File: src/rtl/lte_ul_pd_sched_pkg.sv
// Shared definitions for the uplink power-detect scheduler: FSM encoding,
// parameter defaults and the antenna search helper.
package lte_ul_pd_sched_pkg;

  localparam int unsigned NUM_ANT_DEF    = 8;
  localparam int unsigned FRAM_DIV_DEF   = 300;
  localparam int unsigned GUARD_CLK_DEF  = 16;
  // 5 ms at 245.76 MHz
  localparam int unsigned FRAME_5MS_CLKS = 1228800;

  typedef enum logic [2:0] {
    ST_IDLE  = 3'd0,
    ST_ARM   = 3'd1,
    ST_MEAS  = 3'd2,
    ST_GUARD = 3'd3,
    ST_NEXT  = 3'd4
  } pd_state_e;

  // Returns {found, index} of the lowest set mask bit at or above 'from'.
  function automatic logic [3:0] find_ant(input logic [7:0] mask, input int unsigned from);
    logic [3:0] res;
    res = '0;
    for (int unsigned i = 0; i < 8; i++) begin
      if (!res[3] && (i >= from) && mask[i]) res = {1'b1, 3'(i)};
    end
    return res;
  endfunction

endpackage

File: src/rtl/lte_ul_pd_rd_arb.sv
// Two-port round-robin arbiter for the power-detect RAM read port.
// Grants are combinational; the RAM address is registered.
module lte_ul_pd_rd_arb (
  input  logic       clk_245,
  input  logic       asy_rst_n,
  input  logic       i_rd_req_a,
  input  logic       i_rd_req_b,
  input  logic [7:0] i_rd_addr_a,
  input  logic [7:0] i_rd_addr_b,
  output logic       o_rd_gnt_a,
  output logic       o_rd_gnt_b,
  output logic [7:0] o_ram_raddr
);

  logic last_a;

  // Grants are forced low while reset is asserted so nothing leaks out.
  always_comb begin
    o_rd_gnt_a = asy_rst_n & i_rd_req_a & (~i_rd_req_b | ~last_a);
    o_rd_gnt_b = asy_rst_n & i_rd_req_b & ~o_rd_gnt_a;
  end

  always_ff @(posedge clk_245 or negedge asy_rst_n) begin
    if (!asy_rst_n) begin
      last_a      <= 1'b0;
      o_ram_raddr <= '0;
    end else if (o_rd_gnt_a) begin
      last_a      <= 1'b1;
      o_ram_raddr <= i_rd_addr_a;
    end else if (o_rd_gnt_b) begin
      last_a      <= 1'b0;
      o_ram_raddr <= i_rd_addr_b;
    end
  end

endmodule

File: src/rtl/lte_ul_pd_sched.sv
// Uplink power-detect scheduler: steps the detector across the masked antennas,
// one FRAM_DIV-frame window each, and hosts the RAM read arbiter.
module lte_ul_pd_sched
  import lte_ul_pd_sched_pkg::*;
#(
  parameter int unsigned NUM_ANT   = NUM_ANT_DEF,
  parameter int unsigned FRAM_DIV  = FRAM_DIV_DEF,
  parameter int unsigned GUARD_CLK = GUARD_CLK_DEF
) (
  input  logic       clk_245,
  input  logic       asy_rst_n,
  input  logic       i_fram_hd,
  input  logic       i_start,
  input  logic       i_abort,
  input  logic [7:0] i_ant_mask,
  output logic [2:0] o_ant_sel,
  output logic       o_pd_trig,
  output logic       o_busy,
  output logic       o_done,
  output logic       o_seq_end,
  output logic       o_err,
  input  logic       i_rd_req_a,
  input  logic       i_rd_req_b,
  input  logic [7:0] i_rd_addr_a,
  input  logic [7:0] i_rd_addr_b,
  output logic       o_rd_gnt_a,
  output logic       o_rd_gnt_b,
  output logic [7:0] o_ram_raddr
);

  localparam logic [7:0]  ANT_VALID = 8'((16'd1 << NUM_ANT) - 16'd1);
  localparam logic [11:0] FDIV_LAST = 12'(FRAM_DIV - 1);
  localparam logic [7:0]  GCLK_LAST = 8'(GUARD_CLK - 1);

  pd_state_e   state, nxt_state;
  logic [11:0] fcnt, nxt_fcnt;
  logic [7:0]  gcnt, nxt_gcnt;
  logic [7:0]  ant_mask, nxt_mask;
  logic [2:0]  nxt_ant;
  logic        nxt_err, nxt_done, nxt_seq_end;
  logic [3:0]  first_ant, next_ant;

  always_comb begin
    nxt_state   = state;
    nxt_fcnt    = fcnt;
    nxt_gcnt    = gcnt;
    nxt_mask    = ant_mask;
    nxt_ant     = o_ant_sel;
    nxt_err     = o_err;
    nxt_done    = 1'b0;
    nxt_seq_end = 1'b0;
    first_ant   = find_ant(i_ant_mask & ANT_VALID, 0);
    next_ant    = find_ant(ant_mask, 32'(o_ant_sel) + 32'd1);

    if (state == ST_IDLE) begin
      // Abort coinciding with start in IDLE swallows the start entirely.
      if (i_start && !i_abort) begin
        if (first_ant[3]) begin
          nxt_mask  = i_ant_mask & ANT_VALID;
          nxt_ant   = first_ant[2:0];
          nxt_err   = 1'b0;
          nxt_state = ST_ARM;
        end else begin
          nxt_err = 1'b1;
        end
      end
    end else begin
      if (i_start) nxt_err = 1'b1;
      if (i_abort) begin
        nxt_state   = ST_IDLE;
        nxt_seq_end = 1'b1;
      end else begin
        case (state)
          ST_ARM: begin
            if (i_fram_hd) begin
              nxt_state = ST_MEAS;
              nxt_fcnt  = '0;
            end
          end
          ST_MEAS: begin
            if (i_fram_hd) begin
              if (fcnt == FDIV_LAST) begin
                nxt_state = ST_GUARD;
                nxt_gcnt  = '0;
              end else begin
                nxt_fcnt = fcnt + 12'd1;
              end
            end
          end
          ST_GUARD: begin
            if (gcnt == GCLK_LAST) begin
              nxt_state = ST_NEXT;
              nxt_done  = 1'b1;
            end else begin
              nxt_gcnt = gcnt + 8'd1;
            end
          end
          ST_NEXT: begin
            if (next_ant[3]) begin
              nxt_ant   = next_ant[2:0];
              nxt_state = ST_ARM;
            end else begin
              nxt_state   = ST_IDLE;
              nxt_seq_end = 1'b1;
            end
          end
          default: nxt_state = ST_IDLE;
        endcase
      end
    end
  end

  always_ff @(posedge clk_245 or negedge asy_rst_n) begin
    if (!asy_rst_n) begin
      state     <= ST_IDLE;
      fcnt      <= '0;
      gcnt      <= '0;
      ant_mask  <= '0;
      o_ant_sel <= '0;
      o_pd_trig <= 1'b0;
      o_busy    <= 1'b0;
      o_done    <= 1'b0;
      o_seq_end <= 1'b0;
      o_err     <= 1'b0;
    end else begin
      state     <= nxt_state;
      fcnt      <= nxt_fcnt;
      gcnt      <= nxt_gcnt;
      ant_mask  <= nxt_mask;
      o_ant_sel <= nxt_ant;
      o_pd_trig <= (nxt_state == ST_MEAS);
      o_busy    <= (nxt_state != ST_IDLE);
      o_done    <= nxt_done;
      o_seq_end <= nxt_seq_end;
      o_err     <= nxt_err;
    end
  end

  lte_ul_pd_rd_arb u_rd_arb (
    .clk_245     (clk_245),
    .asy_rst_n   (asy_rst_n),
    .i_rd_req_a  (i_rd_req_a),
    .i_rd_req_b  (i_rd_req_b),
    .i_rd_addr_a (i_rd_addr_a),
    .i_rd_addr_b (i_rd_addr_b),
    .o_rd_gnt_a  (o_rd_gnt_a),
    .o_rd_gnt_b  (o_rd_gnt_b),
    .o_ram_raddr (o_ram_raddr)
  );

endmodule

File: config.mk
export PLATFORM = sky130hd
export DESIGN_NAME = lte_ul_pd_sched
export DESIGN_NICKNAME = d
export VERILOG_FILES = /design/src/rtl/lte_ul_pd_sched_pkg.sv /design/src/rtl/lte_ul_pd_rd_arb.sv /design/src/rtl/lte_ul_pd_sched.sv
export SDC_FILE = /design/constraint.sdc
export NUM_CORES = 1
export LEC_CHECK = 0
export BUFFER_PORTS_ARGS = -buffer_cell sky130_fd_sc_hd__buf_4
export CAP_MARGIN = 40
export CORE_MARGIN = 2
export CORE_UTILIZATION = 50
export DETAILED_ROUTE_END_ITERATION = 10
export PLACE_DENSITY = 0.77
export SLEW_MARGIN = 20
export SYNTH_ARGS = -nofsm -noshare
export SYNTH_HDL_FRONTEND = slang
export SYNTH_SLANG_ARGS = --single-unit
File: constraint.sdc
create_clock -name clk_245 -period 7.1 [get_ports clk_245]
set_input_delay 0.71 -clock clk_245 [delete_from_list [all_inputs] [get_ports clk_245]]
set_output_delay 0.71 -clock clk_245 [all_outputs]
set_load 0.02 [all_outputs]
==> run metrics <==
status completed; Slew Viols, Final 0; kind of critical path in2out; fraction of layout cells with a size suffix above 1 24.09%; io pins 49; CTS tree built; antenna violation net count after detailed routing 0; clock latency on the worst-skew pair 310 ps; EDFF count, synth 0; post-synthesis area per instance 9.884 um2; Worst-Margin Slew 835.1 ps; Final Hold Vio Count 0; Fin Clk Skew 9.261 ps; vias in the first global route 2333; synthesized flop and latch total 48; minimum clock period 2907 ps; Placement Setup Slack 4145 ps; Clock Pin Slew Worst Setup and Hold Paths 100 ps; via count 2294; worst hold margin 405.8 ps; cts repair resizes 0; RSZ-0062 raised after global routing false; clk sinks 48; met3 wire length 348 um; final period utilization 40.94%; DR top layer met4; post-synth cell types 64; HP Class in2async; Port Buf Inserts 48; setup TNS 0 ps; Mapped Area 2768 um2; maximum number of pins on one net before global-route repair 52; met2 WL 2844 um; Fmax 344.0 MHz; Detailed Routing Iterations Pass 1 5; initial drt markers 187; Post CTS Setup Buffer Count 0; die footprint 6147 um2; syn nets 317; CP max FO 51; count of final setup violators 0; count leader, synth dfrtp_1; final net count 364; Global Route Usage Sum 20.61%; max_slew headroom 44.33%; Initial Utilization 50.89%; Layout area overhead 19.53%; VDD IR max 0.1410 mV; WL final 5919 um; CP Data Required Time 6390 ps; # DRC 0; ANT cells 0; CTS buffer count 5; initial antenna violation count 0; vias per cell 5.735; Yosys top cell by area dfrtp_1; Clock Tree Root clkbuf_8; synth top area cells dfrtp_1 43%, nor2_1 3.4%, inv_1 3.0%; synth warn 0; top-area cell type share of the netlist area 43.40%; first-pass GRT wire length 10230 um; Main synth FF type dfrtp_1; Overflow after GRT 0; Post-DP HPWL 4250 um; drt wl/cell 14.80 um; top cells by count, synth 48 x dfrtp_1, 25 x nor2_1, 22 x inv_1; pwr/cell area 270.0 nW/um2; Synth Instances 280; met1 WL 2656 um; Core Rows 27; # H-tree levels 2; die height 78.40 um; CORE AREA 5439 um2; Die X 78.40 um; GP Congestion 0.8674; Async SR Flop Fraction 100.0%; P_leak 1.522 nW; arrival time at the worst endpoint 2200 ps; CTS max path bufs 2; Startpoint Class input port; register area share after synthesis 43.40%; Worst Setup End Kind output port; fillers 465; setup ws final 4193 ps; hold buffer count at CTS 0; fin util 60.82%; Max Cap Viol 0
layer usage:
layer,vias up,global-route usage (%)
met5,-,0
met4,0,5.614
met3,8,4.253
met2,75,36.55
met1,1097,25.53
li1,1114,-
power breakdown:
| part | switching, W | total, W | internal [W] |
|---|---|---|---|
| clock | 0.0000988 | 0.000241 | 0.000142 |
| sequential | 0.0000462 | 0.000355 | 0.000309 |
| combinational | 0.000161 | 0.000298 | 0.000136 |
logic make-up after synthesis:
family	share of synthesized area (%)
AO/OA/AOI/OAI	19.89
flip-flops	43.40
multiplexers	3.390
XOR/XNOR	3.164
AND/OR/NAND/NOR	22.74
buffers and inverters	4.701
adder cells (fa/ha/maj)	2.712
per-stage QoR:
| step | area (um2) | std cells | total power (W) |
|---|---|---|---|
| detailed placement | 3171 | 392 | 0.0006571 |
| global route | 3308 | 400 | 0.0009474 |
| CTS | 3308 | 400 | 0.0008973 |
| global placement | 3171 | 392 | 0.0006471 |
| floorplan | 2768 | 280 | 0.0005623 |
| finish | 3308 | 400 | 0.0008932 |
layout by cell type, fill, tap and decap left out, types with 3 or more instances in the layout:
cell | Yosys | final
dfrtp_1 | 48 | 48
buf_4 | 1 | 48
nor2_1 | 25 | 25
inv_1 | 22 | 22
nand2_1 | 19 | 19
o21ai_1 | 13 | 13
a21oi_1 | 12 | 12
nand3_1 | 10 | 10
o21ai_0 | 9 | 9
a222oi_1 | 8 | 8
nand2b_1 | 6 | 6
xnor2_1 | 6 | 6
ha_1 | 6 | 6
nor3_1 | 5 | 5
mux2_1 | 5 | 5
clkbuf_8 | 0 | 5
and2_1 | 4 | 4
xor2_1 | 4 | 4
o22ai_1 | 4 | 4
and3_1 | 4 | 4
or3_1 | 3 | 3
nor3b_1 | 3 | 3
nor4_1 | 3 | 3
nand4_1 | 3 | 3
nor2b_1 | 3 | 3
a31oi_1 | 3 | 3
critical path: stages:
cell     delay [ps]
buf_4           480
nand2_1         150
a21oi_1         570
buf_4           260
sequential cells by signal, indices dropped and copies added (netlist names):
name and flops:
o_busy 1, ant_mask 8, o_done 1, fcnt 12, state 3, o_err 1
gcnt 8, o_ant_sel 3, u_rd_arb.last_a 1, o_pd_trig 1, o_seq_end 1, u_rd_arb.o_ram_raddr 8
area by class of cell:
type	instances	area [um2]	area share (%)
Tap cell	72	90.09	2.723
Timing Repair Buffer	48	360.3	10.89
Sequential cell	48	1201	36.31
Multi-Input combinational cell	202	1436	43.42
Inverter	22	82.58	2.496
Clock inverter	3	68.82	2.080
Clock buffer	5	68.82	2.080
final timing paths:
check	start	end	slack, ps	cells after the start
max	asy_rst_n	o_rd_gnt_b	4190	4
min in group clk_245	gcnt[7]$_DFFE_PN0P_	gcnt[7]$_DFFE_PN0P_	490	1
max in group asynchronous	asy_rst_n	u_rd_arb.o_ram_raddr[4]$_DFFE_PN0P_	6280	1
min	asy_rst_n	gcnt[0]$_DFFE_PN0P_	410	1
max reg2reg	state[0]$_DFF_PN0_	o_ant_sel[2]$_DFFE_PN0P_	4550	5
min reg2reg	gcnt[7]$_DFFE_PN0P_	gcnt[7]$_DFFE_PN0P_	490	1
No activity file was read; power rests on OpenSTA's default activity.
